--- config.mk ---
export PLATFORM = sky130hd
export DESIGN_NAME = booth4_seq_mult_ctrl
export DESIGN_NICKNAME = d
export VERILOG_FILES = /design/src/rtl/booth4_seq_mult_ctrl_pkg.sv /design/src/rtl/booth4_seq_mult_ctrl_pp_decoder.sv /design/src/rtl/booth4_seq_mult_ctrl.sv
export SDC_FILE = /design/constraint.sdc
export NUM_CORES = 1
export LEC_CHECK = 0
export CAP_MARGIN = 5
export CELL_PAD_IN_SITES_DETAIL_PLACEMENT = 1
export CELL_PAD_IN_SITES_GLOBAL_PLACEMENT = 1
export CORE_ASPECT_RATIO = 1.1
export CORE_UTILIZATION = 43
export CTS_CLUSTER_DIAMETER = 30
export DETAILED_ROUTE_END_ITERATION = 10
export GPL_TIMING_DRIVEN = 0
export HOLD_SLACK_MARGIN = 0.06
export PLACE_DENSITY = 0.84
export SLEW_MARGIN = 20
export SYNTH_ARGS = -nofsm -noshare
export SYNTH_HDL_FRONTEND = slang
export SYNTH_SLANG_ARGS = --single-unit
--- constraint.sdc ---
create_clock -name sys_clk -period 6.2 [get_ports sys_clk]
set_clock_uncertainty 0.1 [all_clocks]
set_input_delay 0.93 -clock sys_clk [delete_from_list [all_inputs] [get_ports sys_clk]]
set_output_delay 0.93 -clock sys_clk [all_outputs]
set_load 0.02 [all_outputs]
--- src/rtl/booth4_seq_mult_ctrl_pkg.sv ---
// Shared widths, iteration count and FSM encoding for the radix-4 Booth
// sequential multiplier and its partial-product decoder.
package booth4_seq_mult_ctrl_pkg;

  localparam int OP_W     = 16;
  localparam int CODE_W   = 17;
  localparam int PP_W     = 18;
  localparam int PROD_W   = 32;
  localparam int ITER_NUM = 8;
  localparam int CNT_W    = 3;

  typedef enum logic [1:0] {
    ST_IDLE = 2'd0,
    ST_RUN  = 2'd1,
    ST_DONE = 2'd2
  } state_e;

  // The decoder emits its MSB as an inverted sign; flip it back to get
  // the ordinary two's-complement partial product.
  function automatic logic signed [PP_W-1:0] pp_restore(input logic [PP_W-1:0] pp_enc);
    return {~pp_enc[PP_W-1], pp_enc[PP_W-2:0]};
  endfunction

endpackage

--- src/rtl/booth4_seq_mult_ctrl_pp_decoder.sv ---
// Radix-4 Booth partial-product selector: picks 0, +-A or +-2A from a 3-bit
// code and returns it with an inverted sign bit.
module booth2_pp_decoder
  import booth4_seq_mult_ctrl_pkg::*;
(
  input  logic        [2:0]        code,
  input  logic signed [OP_W-1:0]   A,
  input  logic signed [CODE_W-1:0] inversed_A,
  output logic        [PP_W-1:0]   pp_out
);

  logic signed [PP_W-1:0] pp;

  always_comb begin
    pp = '0;
    unique case (code)
      3'b001, 3'b010: pp = {{2{A[OP_W-1]}}, A};
      3'b011:         pp = {A[OP_W-1], A, 1'b0};
      3'b100:         pp = {inversed_A, 1'b0};
      3'b101, 3'b110: pp = {inversed_A[CODE_W-1], inversed_A};
      default:        pp = '0;
    endcase
  end

  assign pp_out = {~pp[PP_W-1], pp[PP_W-2:0]};

endmodule

--- src/rtl/booth4_seq_mult_ctrl.sv ---
// Sequential 16x16 signed radix-4 Booth multiplier: one Booth digit per RUN
// cycle, fixed eight iterations, valid/ready handshakes on both sides.
module booth4_seq_mult_ctrl
  import booth4_seq_mult_ctrl_pkg::*;
(
  input  logic                     sys_clk,
  input  logic                     sys_rst_n,
  input  logic                     flush,
  input  logic                     in_valid,
  output logic                     in_ready,
  input  logic        [OP_W-1:0]   a,
  input  logic        [OP_W-1:0]   b,
  output logic                     out_valid,
  input  logic                     out_ready,
  output logic        [PROD_W-1:0] product,
  output logic                     busy
);

  state_e                    state_q, state_d;
  logic signed [OP_W-1:0]    a_q, a_d;
  logic        [CODE_W-1:0]  code_q, code_d;
  logic signed [PROD_W-1:0]  acc_q, acc_d;
  logic        [CNT_W-1:0]   cnt_q, cnt_d;

  logic signed [CODE_W-1:0]  neg_a;
  logic        [PP_W-1:0]    pp_enc;
  logic signed [PP_W-1:0]    pp_true;
  logic signed [PROD_W-1:0]  pp_ext;
  logic signed [PROD_W-1:0]  pp_shifted;

  // 17 bits so that negating -32768 yields an exact +32768.
  assign neg_a      = -$signed({a_q[OP_W-1], a_q});
  assign pp_true    = pp_restore(pp_enc);
  assign pp_ext     = {{(PROD_W-PP_W){pp_true[PP_W-1]}}, pp_true};
  assign pp_shifted = pp_ext <<< {cnt_q, 1'b0};

  booth2_pp_decoder u_pp_dec (
    .code       (code_q[2:0]),
    .A          (a_q),
    .inversed_A (neg_a),
    .pp_out     (pp_enc)
  );

  always_ff @(posedge sys_clk or negedge sys_rst_n) begin
    if (!sys_rst_n) begin
      state_q <= ST_IDLE;
      a_q     <= '0;
      code_q  <= '0;
      acc_q   <= '0;
      cnt_q   <= '0;
    end else begin
      state_q <= state_d;
      a_q     <= a_d;
      code_q  <= code_d;
      acc_q   <= acc_d;
      cnt_q   <= cnt_d;
    end
  end

  always_comb begin
    state_d = state_q;
    a_d     = a_q;
    code_d  = code_q;
    acc_d   = acc_q;
    cnt_d   = cnt_q;
    if (flush) begin
      state_d = ST_IDLE;
      acc_d   = '0;
      cnt_d   = '0;
    end else begin
      unique case (state_q)
        ST_IDLE: begin
          if (in_valid) begin
            state_d = ST_RUN;
            a_d     = $signed(a);
            code_d  = {b, 1'b0};
            acc_d   = '0;
            cnt_d   = '0;
          end
        end
        ST_RUN: begin
          acc_d  = acc_q + pp_shifted;
          code_d = code_q >> 2;
          cnt_d  = cnt_q + 3'd1;
          if (cnt_q == CNT_W'(ITER_NUM - 1)) state_d = ST_DONE;
        end
        ST_DONE: begin
          if (out_ready) state_d = ST_IDLE;
        end
        default: state_d = ST_IDLE;
      endcase
    end
  end

  assign in_ready  = (state_q == ST_IDLE);
  assign out_valid = (state_q == ST_DONE);
  assign busy      = (state_q != ST_IDLE);
  assign product   = acc_q;

endmodule
# [Word level (Yosys, flattened, before mapping)]
# Cells that the tools add are included.
[word_totals] reg_bits=70 inputBits=37 output_inout_bits=35 wordCells=47
[op_classes] n_addsub=3 n_eq_ne=13 n_shift=1 mux=14 bitwise_logic=1 reduce_logical=10
[ops] operator="$pmux W18 S4" count=1
[ops] operator="$mux W32" count=2
[ops] operator="$pmux W32 S2" count=1
[ops] operator="$pmux W17 S2" count=1
[ops] operator="$add A32 B32 Y32" count=1
[ops] operator="$sshl A18 B4 Y32" count=1
[ops] operator="$mux W17" count=1
[ops] operator="$neg A16 Y17" count=1
[ops] operator="$eq A3 B3 Y1 const B" count=4
[ops] operator="$reduce_and A3 Y1" count=3
[ops] operator="$mux W2" count=4
[ops] operator="$eq A3 B2 Y1 const B" count=2
[ops] operator="$mux W3" count=2
[ops] operator="$ne A3 B3 Y1 const B" count=2
[ops] operator="$pmux W2 S3" count=1
[ops] operator="$pmux W3 S2" count=1
[ops] operator="$reduce_bool A2 Y1" count=2
[ops] operator="$reduce_or A2 Y1" count=2
[ops] operator="$add A3 B1 Y3 const B" count=1
[ops] operator="$eq A3 B1 Y1 const B" count=1
[ops] operator="$ne A3 B2 Y1 const B" count=1
[ops] operator="$reduce_bool A3 Y1" count=1
[ops] operator="$eq A2 B1 Y1 const B" count=1
[ops] operator="$eq A2 B2 Y1 const B" count=1
[ops] operator="other kinds (4)" count=4

# [Longest topological paths before layout]
[logic_depth] word_depth=7 ltp_mapped=24 ltp_nobuf=23

# [Cells and area by module]
# A second synthesis with hierarchy kept.
[hier_totals] hier_cells=739 hier_area_um2=6328.6
[by_module_without_submodules] module="booth4_seq_mult_ctrl" instances=1 cells_each=621 area_each_um2=5396.4 seq_area_each_um2=1751.7
[by_module_without_submodules] module="booth2_pp_decoder" instances=1 cells_each=118 area_each_um2=932.1 seq_area_each_um2=0.0

# [Worst setup path before layout]
# No wires, ideal clock.
[synth_timing] path_kind="reg-to-reg" from="reg a_q[0]" to="reg acc_q[31], in the netlist product[31]" arrival_time_ns=5.127 required_time_ns=5.973 setup_slack_ns=0.846 stages_incl_launch_ff=25 n_path_buf=1 synth_period_minus_slack_ns=5.354 path_cell_list="dfrtp_1 > inv_1 > ha_1 > or3b_1 > buf_2 > or3_4 > or3_4 > nor2b_1 > a221oi_2 > o32a_1 > mux2i_1 > mux2_4 > nor2_2 > a21oi_2 > ha_1 > a21o_1 > a221o_1 > a211oi_1 > nand3_1 > a221o_1 > a41oi_1 > o311ai_1 > xor2_1 > a21oi_1 > o22ai_1"
[synth_via] elab_chain_cells=6
[synth_rtl] element="start: declaration" line="booth4_seq_mult_ctrl.sv:20" text="logic signed [OP_W-1:0] a_q, a_d;"
[synth_rtl] element="start signal: assignment" line="booth4_seq_mult_ctrl.sv:47" text="a_q <= '0;"
[synth_rtl] element="start signal: assignment" line="booth4_seq_mult_ctrl.sv:53" text="a_q <= a_d;"
[synth_rtl] element="$neg A16 Y17" line="booth4_seq_mult_ctrl.sv:32" text="assign neg_a = -$signed({a_q[OP_W-1], a_q});"
[synth_rtl] element="$pmux W18 S4 (*)" line="booth4_seq_mult_ctrl_pp_decoder.sv:16" text="unique case (code)"
[synth_rtl] element="$sshl A18 B4 Y32 (*)" line="booth4_seq_mult_ctrl.sv:35" text="assign pp_shifted = pp_ext <<< {cnt_q, 1'b0};"
[synth_rtl] element="$add A32 B32 Y32 (*)" line="booth4_seq_mult_ctrl.sv:82" text="acc_d = acc_q + pp_shifted;"
[synth_rtl] element="$pmux W32 S2 (*)" line="booth4_seq_mult_ctrl.sv:71" text="unique case (state_q)"
[synth_rtl] element="$mux W32 (*)" line="booth4_seq_mult_ctrl.sv:66" text="if (flush) begin"
[synth_rtl] element="end signal: assignment" line="booth4_seq_mult_ctrl.sv:49" text="acc_q <= '0;"
[synth_rtl] element="end signal: assignment" line="booth4_seq_mult_ctrl.sv:55" text="acc_q <= acc_d;"
[synth_rtl] element="end: declaration" line="booth4_seq_mult_ctrl.sv:22" text="logic signed [PROD_W-1:0] acc_q, acc_d;"
# Every way passes the cells marked *; elsewhere a longest branch is shown, timed or not.
# A chain may end at the register's enable or synchronous reset.

# [Worst setup path after layout]
[layout_timing] from="reg a_q[1]" to="reg acc_q[23], in the netlist product[23]"
# Same word-level chain as after synthesis.

==> impl_metrics.env <==
export IMPL_outcome="completed"
export IMPL_hold_ws_ns=0.386
export IMPL_synth_enable_flop_cells=0
export IMPL_gpl_final_weighted_congestion=0.958
export IMPL_grt_pass1_vias=6238
export IMPL_dr_first_iter_drc_count=326
export IMPL_rsz_0062_raised_after_global_routing="yes"
export IMPL_layout_drive_gt1_share=0.104
export IMPL_syn_area_um2=5820
export IMPL_hold_depth=2
export IMPL_die_area_um2=14000
export IMPL_worst_ir_drop_vdd_v=0.000145
export IMPL_antenna_cells_inserted=0
export IMPL_synthDistinctLibCells=71
export IMPL_setup_viol=0
export IMPL_wl_um=19000
export IMPL_hold_violations=0
export IMPL_area_growth_pct=23.5
export IMPL_cts_buffers_inserted=9
export IMPL_worst_slew_pin_transition_ns=0.792
export IMPL_synthMuxAreaShare=0.0907
export IMPL_clkSlewWorstSetupHoldPaths_ns=0.06
export IMPL_synth_simple_area_share=0.168
export IMPL_grt_start_max_net_pins=44
export IMPL_first_pass_iters=4
export IMPL_synth_async_reset_ratio=1.00
export IMPL_yosys_area_share_xor_xnor=0.0662
export IMPL_leakagePower_nw=3.13
export IMPL_maxClockFrequency_ghz=0.166
export IMPL_fin_tns_setup_ns=0
export IMPL_post_synth_fa_ha_maj_area_fraction=0.0851
export IMPL_timing_critical_path_cells="inv_1 > ha_2 > or3b_1 > buf_2 > or3_4 > or3_4 > o21ai_1 > a221oi_2 > o32a_1 > mux2i_2 > mux2i_2 > o21ai_2 > ha_2 > a21o_1 > a221o_1 > a211oi_1 > nand3_1 > a221o_1 > a21oi_1 > o21bai_1 > a21oi_1 > xor2_1 > o21ai_0"
export IMPL_drv_cap=0
export IMPL_final_net_count=861
export IMPL_post_cts_hold_fix_bufs=0
export IMPL_synthesis_instances=697
export IMPL_global_route_usage_total=0.283
export IMPL_max_slew_violation_count=0
export IMPL_cp_data_arrival_time_ns=6.14
export IMPL_synth_top_flop_cell="sky130_fd_sc_hd__dfrtp_1"
export IMPL_vias_per_cell=5.94
export IMPL_data_required_critical_path_ns=6.31
export IMPL_cts_path_max_buffers=2
export IMPL_buffer_ports_inserted=71
export IMPL_numClockSinks=70
export IMPL_chipWidth_um=113
export IMPL_floorplan_initialDensity=0.441
export IMPL_synthesized_area_fraction_occupied_by_ao_oa_aoi_and_oai_cells=0.249
export IMPL_htreeDepth=3
export IMPL_final_cell_mix="sky130_fd_sc_hd__nand2_1 (99), sky130_fd_sc_hd__o21ai_0 (74), sky130_fd_sc_hd__clkdlybuf4s50_1 (70), sky130_fd_sc_hd__dfrtp_1 (69), sky130_fd_sc_hd__nor2_1 (44)"
export IMPL_postSynthAreaPerCell_um2=8.35
export IMPL_reg2regPathDepth=23
export IMPL_power_density_nw_per_um2=349
export IMPL_synth_top_cells_by_area="sky130_fd_sc_hd__dfrtp_1 (30%), sky130_fd_sc_hd__ha_1 (8.2%), sky130_fd_sc_hd__o21ai_0 (6.4%)"
export IMPL_worstPathMaxFanout=9
export IMPL_slowest_stage="sky130_fd_sc_hd__dfrtp_1"
export IMPL_slowest_delay_ns=0.41
export IMPL_post_route_worst_setup_slack_ns=0.176
export IMPL_clock_insertion_delay_worst_skew_ns=0.35
export IMPL_synth_top_family_by_area="compound AO/OA/AOI/OAI gates"
export IMPL_core_um2=13200
export IMPL_synth_largest_area_cell="sky130_fd_sc_hd__dfrtp_1"
export IMPL_globalRoute_totalOverflow=0
export IMPL_num_vias=5645
export IMPL_detailed_place_hpwl_um=14200
export IMPL_max_slew_margin_rel=0.470
export IMPL_wire_per_inst_um=20.0
export IMPL_clockRootBuffer="sky130_fd_sc_hd__clkbuf_16"
export IMPL_finalCoreUtilization=0.544
export IMPL_ys_warnings_count=0
export IMPL_grt_antenna_before_repair=0
export IMPL_post_route_drc_count=0
export IMPL_critPathLaunchType="flop"
export IMPL_boundaryPins=72
export IMPL_mapped_nets=773
export IMPL_drtAntennaViolNets=0
export IMPL_die_h_um=124
export IMPL_final_common_cell="sky130_fd_sc_hd__nand2_1"
export IMPL_layout_min_cycle_time_ns=6.02
export IMPL_cts_tree="built"
export IMPL_floorplan_rows=44
export IMPL_synth_seq_cells=70
export IMPL_critical_path_endpoint_type="flop"
export IMPL_pre_cts_slack_ns=-0.204
export IMPL_post_route_period_util=0.972
export IMPL_synth_seq_area_share=0.301
export IMPL_synth_top_area_frac=0.301
export IMPL_global_route_wire_length_before_repair_um=31100
export IMPL_critical_path_class="flop to flop"
export IMPL_worst_hold_path_type="flop to flop"
## cell usage after synthesis (9+ instances only)
library cell / instances
sky130_fd_sc_hd__o21ai_0: 75
sky130_fd_sc_hd__xnor2_1: 24
sky130_fd_sc_hd__nand2_1: 99
sky130_fd_sc_hd__xor2_1: 20
sky130_fd_sc_hd__mux2_2: 15
sky130_fd_sc_hd__nor2_1: 44
sky130_fd_sc_hd__ha_1: 38
sky130_fd_sc_hd__nor2b_1: 9
sky130_fd_sc_hd__mux2i_1: 33
sky130_fd_sc_hd__a22o_1: 10
sky130_fd_sc_hd__clkbuf_1: 28
sky130_fd_sc_hd__dfrtp_1: 70
sky130_fd_sc_hd__a21o_1: 21
sky130_fd_sc_hd__a21oi_1: 43
sky130_fd_sc_hd__nand3_1: 12
sky130_fd_sc_hd__inv_1: 16
## cell families after synthesis
| family | after synthesis |
|---|---|
| flops | 70 |
| mux | 50 |
| simple gates | 213 |
| fa+ha+maj | 39 |
| xor+xnor | 44 |
| compound gates | 224 |
| buf+inv | 57 |
## where the power goes
part	internal (mW)	switching (mW)	leakage [nW]
combinational	0.554	0.796	2.08
sequential	0.535	0.0796	0.908
clock	0.323	0.222	0.142
total	1.41	1.10	3.13
## final cells by class
class | count | area, µm²
Fill cell | 1600 | 6020
Multi-Input combinational cell | 570 | 3930
Sequential cell | 70 | 1750
Timing Repair Buffer | 77 | 773
Clock buffer | 11 | 243
Tap cell | 161 | 201
Buffer | 39 | 164
Inverter | 18 | 67.6
Clock inverter | 5 | 58.8
## worst paths after layout
kind | startpoint | to | slack [ns]
setup / recovery | a_q[1] | product[23] | 0.18
min in group asynchronous | sys_rst_n | a_q[10] | 0.41
max in group asynchronous | sys_rst_n | a_q[0] | 5.02
hold / removal | code_q[5] | code_q[5] | 0.39
setup reg to reg | a_q[1] | product[23] | 0.18
hold reg to reg | code_q[5] | code_q[5] | 0.39
## layer usage
| layer | wire, µm | global-route usage |
|---|---|---|
| met1 | 8000 | 0.325 |
| met2 | 9960 | 0.523 |
| met3 | 626 | 0.0506 |
| met4 | 445 | 0.109 |
| met5 | 0 | 0 |
## stage by stage
stage / std cells / cell area, µm² / power [mW]
after floorplan: 697 / 5820 / 1.49
after global placement: 929 / 6740 / 1.82
after detailed placement: 930 / 6760 / 1.89
after CTS: 946 / 7080 / 2.45
after global routing: 951 / 7190 / 2.66
final: 951 / 7190 / 2.51
## timing repair
item / 4_1_cts / 5_1_grt
endpoints found under the setup margin: 2 / 4
resized for setup: 4 / 15
pin swaps: 0 / 5
setup buffers: 0 / 5
## critical path, delay by kind of cell (launching register included)
kind / cells / cell delay [ns]
XOR/XNOR: 1 / 0.17
AND/OR/NAND/NOR: 4 / 1.22
adder cells (fa/ha/maj): 2 / 0.54
multiplexers: 2 / 0.40
flip-flops: 1 / 0.41
buffers and inverters: 2 / 0.32
AO/OA/AOI/OAI: 12 / 2.71
## state kept, by name, indices dropped and copies added (netlist names)
register / count
product: 32
code_q: 17
cnt_q: 3
a_q: 16
state_q: 2
Note: power is estimated with default switching activity, not from simulation.
